$ cat src/rtl/bcd_pkg.sv
// Shared definitions for the BCD digit entry block.
// Holds the legal digit-count range, the default reset value and the
// single-digit BCD step helper used by the ripple logic.
package bcd_pkg;

  localparam int DIGITS_MIN          = 1;
  localparam int DIGITS_MAX          = 8;
  localparam int RESET_VALUE_DEFAULT = 1;

  // Steps one BCD digit up or down; returns {carry_or_borrow, new_digit}.
  // Input is assumed to be valid BCD, so the result always stays in 0..9.
  function automatic logic [4:0] bcd_step(input logic [3:0] d, input logic dec);
    logic [4:0] r;
    if (!dec) begin
      r = (d >= 4'd9) ? {1'b1, 4'd0} : {1'b0, d + 4'd1};
    end else begin
      r = (d == 4'd0) ? {1'b1, 4'd9} : {1'b0, d - 4'd1};
    end
    return r;
  endfunction

endpackage

$ cat src/rtl/bcd_digit_entry_key_debounce.sv
// Key conditioner: 2-flop synchroniser, stability filter, rising-edge pulse.
// The filtered level follows the input after DEBOUNCE equal synchronised samples.
// A key already high when reset is released must go low before it can pulse.
module key_debounce #(
  parameter int DEBOUNCE = 4
) (
  input  logic clk,
  input  logic rst,
  input  logic raw,
  output logic rise
);

  localparam int CW = (DEBOUNCE > 1) ? $clog2(DEBOUNCE) : 1;

  logic          sync1;
  logic          sync2;
  logic          filt;
  logic          started;
  logic          armed;
  logic [CW-1:0] cnt;
  logic          settle;

  // The last of DEBOUNCE consecutive samples that disagree with the filtered level.
  assign settle = (sync2 != filt) && (cnt == CW'(DEBOUNCE - 1));
  assign rise   = settle && sync2 && armed;

  // Synchronise, count stable samples, and arm only once the key was seen low.
  always_ff @(posedge clk) begin
    if (rst) begin
      sync1   <= 1'b0;
      sync2   <= 1'b0;
      filt    <= 1'b0;
      started <= 1'b0;
      armed   <= 1'b0;
      cnt     <= '0;
    end else begin
      sync1   <= raw;
      sync2   <= sync1;
      started <= 1'b1;
      if (started && !sync1) begin
        armed <= 1'b1;
      end
      if (sync2 == filt) begin
        cnt <= '0;
      end else if (settle) begin
        filt <= sync2;
        cnt  <= '0;
      end else begin
        cnt <= cnt + 1'b1;
      end
    end
  end

endmodule

$ cat src/rtl/bcd_digit_entry.sv
// Multi-digit BCD entry register stepped by debounced per-digit keys or loaded.
// Key edge to num: 2 + DEBOUNCE + 1 clocks; one action per clock.
// Unserviced presses wait in pending while hold=1 or a higher-priority action runs.
module bcd_digit_entry
  import bcd_pkg::*;
#(
  parameter int                    DIGITS      = 4,
  parameter int                    DEBOUNCE    = 4,
  parameter logic [4*DIGITS-1:0]   RESET_VALUE = (4*DIGITS)'(RESET_VALUE_DEFAULT)
) (
  input  logic                  clk,
  input  logic                  rst,
  input  logic [DIGITS-1:0]     key_inc,
  input  logic                  dec_mode,
  input  logic                  carry_en,
  input  logic                  hold,
  input  logic                  load_req,
  input  logic [4*DIGITS-1:0]   load_data,
  input  logic                  clr,
  output logic [4*DIGITS-1:0]   num,
  output logic                  ovf,
  output logic                  load_err,
  output logic [DIGITS-1:0]     pending
);

  localparam int W = 4 * DIGITS;

  logic [DIGITS:0]   raw_all;
  logic [DIGITS:0]   rise_all;
  logic [DIGITS-1:0] key_rise;
  logic              load_rise;
  logic              load_go;

  logic [W-1:0]      step_num;
  logic              step_ovf;
  logic [DIGITS-1:0] svc_mask;
  logic              found;
  logic              chain;
  logic              fire;
  logic [4:0]        res;
  logic              load_ok;

  assign raw_all   = {load_req, key_inc};
  assign key_rise  = rise_all[DIGITS-1:0];
  assign load_rise = rise_all[DIGITS];

  // Top entry is the load request; the rest are the digit keys.
  for (genvar g = 0; g <= DIGITS; g++) begin : g_deb
    key_debounce #(.DEBOUNCE(DEBOUNCE)) u_deb (
      .clk  (clk),
      .rst  (rst),
      .raw  (raw_all[g]),
      .rise (rise_all[g])
    );
  end

  // Pick the lowest pending digit and ripple its carry/borrow upward.
  always_comb begin
    svc_mask = '0;
    step_num = num;
    step_ovf = 1'b0;
    found    = 1'b0;
    chain    = 1'b0;
    fire     = 1'b0;
    res      = '0;
    for (int j = 0; j < DIGITS; j++) begin
      fire = 1'b0;
      if (!found && pending[j]) begin
        fire        = 1'b1;
        found       = 1'b1;
        svc_mask[j] = 1'b1;
      end else if (found && carry_en && chain) begin
        fire = 1'b1;
      end
      if (fire) begin
        res               = bcd_step(num[4*j +: 4], dec_mode);
        step_num[4*j +: 4] = res[3:0];
        chain             = res[4];
      end else begin
        chain = 1'b0;
      end
    end
    step_ovf = carry_en && chain;
  end

  // A load is only taken if every nibble is a decimal digit.
  always_comb begin
    load_ok = 1'b1;
    for (int j = 0; j < DIGITS; j++) begin
      if (load_data[4*j +: 4] > 4'd9) begin
        load_ok = 1'b0;
      end
    end
  end

  // Priority: clr, then the delayed load, then the lowest pending step.
  always_ff @(posedge clk) begin
    if (rst) begin
      num      <= RESET_VALUE;
      pending  <= '0;
      ovf      <= 1'b0;
      load_err <= 1'b0;
      load_go  <= 1'b0;
    end else begin
      ovf      <= 1'b0;
      load_err <= 1'b0;
      load_go  <= load_rise;
      if (clr) begin
        num     <= '0;
        pending <= '0;
      end else if (load_go) begin
        if (load_ok) begin
          num <= load_data;
        end else begin
          load_err <= 1'b1;
        end
        pending <= pending | key_rise;
      end else if (!hold && (|pending)) begin
        num     <= step_num;
        ovf     <= step_ovf;
        pending <= (pending & ~svc_mask) | (key_rise & ~pending);
      end else begin
        pending <= pending | key_rise;
      end
    end
  end

endmodule

$ cat config.mk
export PLATFORM = sky130hd
export DESIGN_NAME = bcd_digit_entry
export DESIGN_NICKNAME = d
export VERILOG_FILES = /design/src/rtl/bcd_pkg.sv /design/src/rtl/bcd_digit_entry_key_debounce.sv /design/src/rtl/bcd_digit_entry.sv
export SDC_FILE = /design/constraint.sdc
export NUM_CORES = 1
export LEC_CHECK = 0
export CAP_MARGIN = 20
export CORE_ASPECT_RATIO = 0.9
export CORE_MARGIN = 4
export CORE_UTILIZATION = 45
export CTS_BUF_LIST = sky130_fd_sc_hd__clkbuf_8
export DETAILED_ROUTE_END_ITERATION = 7
export PLACE_DENSITY = 0.69
export SYNTH_ARGS = -nofsm -noshare
export SYNTH_HDL_FRONTEND = slang
export SYNTH_SLANG_ARGS = --single-unit
$ cat constraint.sdc
create_clock -name clk -period 2.6 [get_ports clk]
set_input_delay 0.39 -clock clk [delete_from_list [all_inputs] [get_ports clk]]
set_output_delay 0.39 -clock clk [all_outputs]
set_load 0.01 [all_outputs]
Word level (Yosys, flattened, before mapping)
Cells that the tools add are included.
{ "totals": {"ff_bits": 54, "inputBits": 27, "out_inout_bits": 22, "wordCells": 200} }
{ "op_classes": {"n_addsub": 13, "order_cmp": 8, "eq_ne": 17, "mux": 44, "bitwise_logic": 13, "n_reduce_logical": 70} }
{ "ops": {"columns": ["cell", "n"], "rows": [
  ["5-bit 2-to-1 mux", 12],
  ["16-bit 2-to-1 mux", 3],
  ["1-bit logical AND", 31],
  ["4-bit 2-to-1 mux", 6],
  ["1-bit 2-to-1 mux", 23],
  ["3-bit OR reduction", 6],
  ["4-bit by 1-bit adder with 4-bit output, second input constant", 4],
  ["4-bit >= comparator, second input constant", 4],
  ["4-bit > comparator, second input constant", 4],
  ["4-bit logical NOT", 4],
  ["4-bit by 1-bit subtractor with 4-bit output, second input constant", 4],
  ["3-bit AND reduction", 5],
  ["2-bit by 1-bit adder with 2-bit output, second input constant", 5],
  ["2-bit == test, second input constant", 5],
  ["2-bit AND reduction", 5],
  ["2-bit nonzero test", 5],
  ["1-bit logical NOT", 9],
  ["4-bit AND", 2],
  ["4-bit inverter", 2],
  ["4-bit bitwise OR", 2],
  ["4-bit OR reduction", 2],
  ["1-bit inverter", 7],
  ["3-bit nonzero test", 2],
  ["1-bit == test", 5],
  ["4 further kinds", 8]
]} }

Logic depth before layout (Yosys ltp)
{ "depth": {"depth_word": 19, "depth_mapped": 8, "mapped_depth_nobuf": 8} }

Cells and area by module
A second synthesis with hierarchy kept.
{ "unflattened": {"hier_cells": 363, "area_unflattened_um2": 3250.6} }
{ "by_module_without_submodules": {"columns": ["mod", "instances", "cells_per_inst", "area_each_um2", "seq_area_each_um2"], "rows": [
  ["bcd_digit_entry", 1, 268, 2062.0, 460.4],
  ["key_debounce", 5, 19, 237.7, 140.1]
]} }

Worst setup path after synthesis
OpenSTA, ideal clock, no wires.
{ "synth_timing": {"kind": "register to register", "startpoint": "register num[4]", "endpoint": "register num[15]", "setup_time_ps": 67, "t_arrival_ps": 2268, "required_ps": 2533, "path_slack_ps": 265, "path_stages_with_launch": 9, "path_buffers": 0, "synth_period_minus_slack_ps": 2335, "cell_sequence": "dfxtp_1 inv_1 ha_1 or3b_4 a2111oi_4 and3b_1 o21ai_2 a211o_1 a21oi_2"} }
{ "synth_via": {"elab_chain_len": 13, "elab_cells_between_ends": 15, "classes_between": "order compare: 1; mux: 9; reduce/logical: 5"} }
{ "synth_lines": {"columns": ["element", "line", "rtl"], "rows": [
  ["from (decl)", "bcd_digit_entry.sv:20", "output logic [4*DIGITS-1:0] num,"],
  ["from (signal assigned)", "bcd_digit_entry.sv:113", "num <= load_data;"],
  ["from (signal assigned)", "bcd_digit_entry.sv:119", "num <= step_num;"],
  ["4-bit >= comparator / 4-bit logical NOT (equally long branches)", "bcd_pkg.sv:15, bcd_pkg.sv:17", null],
  ["5-bit 2-to-1 mux (on tied branches)", "bcd_pkg.sv:15, bcd_pkg.sv:17", null],
  ["5-bit 2-to-1 mux (*)", "bcd_pkg.sv:14", "if (!dec) begin"],
  ["1-bit 2-to-1 mux (*)", "bcd_digit_entry.sv:75", "if (fire) begin"],
  ["1-bit logical AND (*)", "bcd_digit_entry.sv:72", "end else if (found && carry_en && chain) begin"],
  ["1-bit 2-to-1 mux (*)", "bcd_digit_entry.sv:72", null],
  ["1-bit 2-to-1 mux (*)", "bcd_digit_entry.sv:68", "if (!found && pending[j]) begin"],
  ["1-bit 2-to-1 mux (*)", "bcd_digit_entry.sv:75", null],
  ["1-bit logical AND (*)", "bcd_digit_entry.sv:72", null],
  ["1-bit 2-to-1 mux (*)", "bcd_digit_entry.sv:72", null],
  ["1-bit 2-to-1 mux (*)", "bcd_digit_entry.sv:68", null],
  ["2-bit nonzero test (no source line) (*)", null, null],
  ["3-bit AND reduction (no source line) (*)", null, null]
]} }
Every way passes the cells marked *; elsewhere a longest branch is shown, timed or not.
A chain may end at the register's enable or synchronous reset.

Final worst setup path
{ "layout_timing": {"startpoint": "register num[4]", "endpoint": "register num[13]"} }
The elaborated chain is that of the path after synthesis.

==> impl_metrics.py <==
metrics = {
    "timing": {
        "period_needed_ns": 2.45,
        "period_share": 0.942,
        "fin_hold_ws_ns": 0.422,
        "setup_slack_ns": 0.150,
        "rsz0062_at_grt": "no",
        "setup_viol": 0,
        "worstMarginPinSlew_ns": 0.837,
        "clock_skew_ns": 0.00675,
        "fin_setup_tns_ns": 0,
        "slew_viol_final": 0,
        "hold_viol": 0,
        "relSlewSlack": 0.433,
        "fmax_mhz": 408,
    },
    "grt": {
        "antenna_found_initial": 0,
        "grt_pass1_wl_um": 12900,
        "gr-total-overflow": 0,
        "grt_use_total": 0.197,
        "grt_max_degree": 27,
        "grt_pass1_vias": 2638,
    },
    "synthesis": {
        "synth_fa_ha_area_frac": 0.0858,
        "yosys-top-cells-area": "dfxtp_1 (35%), ha_1 (8.6%), nor2_1 (6.4%)",
        "synth.mux.area_fraction": 0.0266,
        "synth_compound_area_frac": 0.237,
        "yosysMostFrequentCell": "dfxtp_1",
        "ys_seq_elements": 54,
        "synth_edf_count": 0,
        "synth_top_family_by_area": "compound AO/OA/AOI/OAI gates",
        "yosysTopAreaCellShare": 0.353,
        "yosysTopAreaCell": "dfxtp_1",
        "yosys.area_share.simple": 0.210,
        "syn_area_um2": 3060,
        "synth-main-ff-cell": "dfxtp_1",
        "synthesis.nets": 419,
        "synthCells": 371,
        "synth.distinct_cells": 62,
        "synth_xor_xnor_area_share": 0.0229,
        "synth_common_cells": "dfxtp_1 (54), nor2_1 (52), inv_1 (30), a21oi_1 (26), o21ai_0 (25)",
        "yosys_warnings": 0,
        "yosysSeqAreaShare": 0.353,
        "async_reset_ff_frac": 0,
        "avgSynthCellArea_um2": 8.25,
    },
    "power": {
        "seqPwrFrac": 0.538,
        "ir_drop_mv": 0.295,
        "finalPower_mw": 1.59,
        "p_comb_frac": 0.096,
        "swShare": 0.235,
        "power.internal_mw": 1.21,
        "leakage_nw": 1.45,
        "pwr_density_cell_nw_per_um2": 415,
        "p_sw_uw": 373,
        "clkPwrFrac": 0.366,
    },
    "layout": {
        "fillers": 631,
        "finalInstanceArea_um2": 3820,
        "drive_above_1_share": 0.101,
        "area_delta_synth_final_pct": 24.8,
        "multiInputGateArea_um2": 1780,
        "stdcell_count": 515,
        "nets": 472,
        "diodes": 0,
        "seqCellArea_um2": 1080,
        "utilization": 0.580,
    },
    "cts": {
        "holdBufCountCts": 0,
        "cts_htree_levels": 2,
        "clk_root_buffer_cell": "clkbuf_8",
        "path_clk_slew_ns": 0.10,
        "cts_resized": 0,
        "cts_buffer_depth": 2,
        "cts.sinks": 54,
        "numCtsBuffers": 5,
        "postCtsSetupBuffers": 0,
        "clk_latency_ns": 0.31,
        "cts_tree": "built",
    },
    "hold_path": {
        "hold_path_end": "g_deb[4].u_deb.cnt[0]",
        "min_path_cells": 1,
        "hold_class": "register to register",
        "min_from": "g_deb[4].u_deb.cnt[0]",
    },
    "floorplan": {
        "core-area_um2": 6590,
        "fp.dieH_um": 86.3,
        "start_util": 0.465,
        "floorplan.rows": 28,
        "die-area_um2": 8190,
        "pin_count": 49,
        "die-width_um": 94.9,
    },
    "drt": {
        "route.detailed.drc": 0,
        "firstDrtPassIters": 5,
        "avgViaCountPerCell": 5.52,
        "detail_route.wl_per_cell_um": 14.8,
        "drt_iter0_markers": 142,
        "num_vias": 2841,
        "routed_wl_um": 7630,
        "detail-route-antenna-nets": 0,
    },
    "placement": {
        "dpl.hpwl_um": 5700,
        "dp_cells": 507,
        "port_buffers": 48,
        "place_ws_ns": 0.0462,
        "dpl_cell_area_um2": 3700,
        "gp_congestion": 0.882,
    },
    "worst_setup_path": {
        "r2r_slack_ns": 0.15,
        "r2r_cells": 8,
        "cp-start-kind": "register",
        "path_class": "register to register",
        "reg2reg_from": "num[4]",
        "timing.rr.end": "num[13]",
        "crit_required_ns": 2.79,
        "cp-startpoint": "num[4]",
        "arrival_ns": 2.64,
        "critPathMaxFanout": 7,
        "crit_path_end_kind": "register",
    },
    "run": {
        "cap_viol_max_count": 0,
    },
    "outcome": {
        "status": "finished, final reports clean",
    },
}
layout by cell type, fill, tap and decap left out, types with 3 or more instances in the layout:
cell,instances
dfxtp_1,54
nor2_1,52
clkdlybuf4s50_1,48
inv_1,30
a21oi_1,26
o21ai_0,25
ha_1,21
buf_4,18
nand2_1,16
nor3_1,9
a211oi_1,9
xnor2_1,8
nand3_1,7
mux2i_1,7
nor2b_1,6
nand4_1,5
or3_1,5
clkbuf_8,5
nand2b_1,4
a221oi_1,4
or2_2,3
o21a_1,3
a311oi_1,3
o211ai_1,3
nor4_1,3
layout make-up:
class / count / share of cell area
Sequential cell: 54 / 0.283
Inverter: 30 / 0.0295
Timing Repair Buffer: 66 / 0.161
Multi-Input combinational cell: 267 / 0.467
Clock inverter: 3 / 0.0124
Clock buffer: 5 / 0.0180
Tap cell: 90 / 0.0295
worst max-delay path by stage:
| stage | end | slack [ns] |
|---|---|---|
| floorplan | num[15] | 0.26 |
| finish | num[13] | 0.15 |
| detailed placement | num[13] | 0.05 |
| CTS | num[15] | 0.16 |
| global route | num[11] | 0.04 |
| global placement | num[13] | 0.13 |
cells by family (layout without fill, tap and decap cells):
kind of cell	count (synthesis)	count (layout)
compound gates	104	104
xor+xnor	8	8
fa+ha+maj	21	21
buf+inv	50	104
flops	54	54
mux	8	8
simple gates	126	126
state kept, by name (all words and copies together) (netlist names):
| name | count |
|---|---|
| g_deb.u_deb.started | 1 |
| g_deb.u_deb.filt | 5 |
| pending | 4 |
| num | 16 |
| ovf | 1 |
| load_err | 1 |
| g_deb.u_deb.armed | 5 |
| g_deb.u_deb.sync2 | 5 |
| g_deb.u_deb.sync1 | 5 |
| load_go | 1 |
| g_deb.u_deb.cnt | 10 |
worst max-delay path, cell delays in order, from the launching register on:
cell	delay [ns]
dfxtp_1	0.32
inv_1	0.13
ha_1	0.25
or3b_4	0.42
a2111oi_4	0.44
and3b_1	0.26
o21ai_2	0.13
a221oi_1	0.31
a311oi_1	0.08
routing by layer:
layer,up-vias,global-route usage,share of wire
met5,-,0,0
met4,0,0.0446,0.0085
met3,7,0.0356,0.065
met2,94,0.316,0.45
met1,1316,0.277,0.47
li1,1424,-,-
power groups by stage:
| stage | combinational (mW) | clock (mW) | sequential [mW] |
|---|---|---|---|
| global placement | 0.149 | 0 | 0.873 |
| detailed placement | 0.151 | 0 | 0.873 |
| floorplan | 0.0776 | 0 | 0.872 |
| CTS | 0.153 | 0.598 | 0.854 |
| finish | 0.152 | 0.581 | 0.854 |
| global route | 0.168 | 0.629 | 0.856 |
Note: power is estimated with default switching activity, not from simulation.
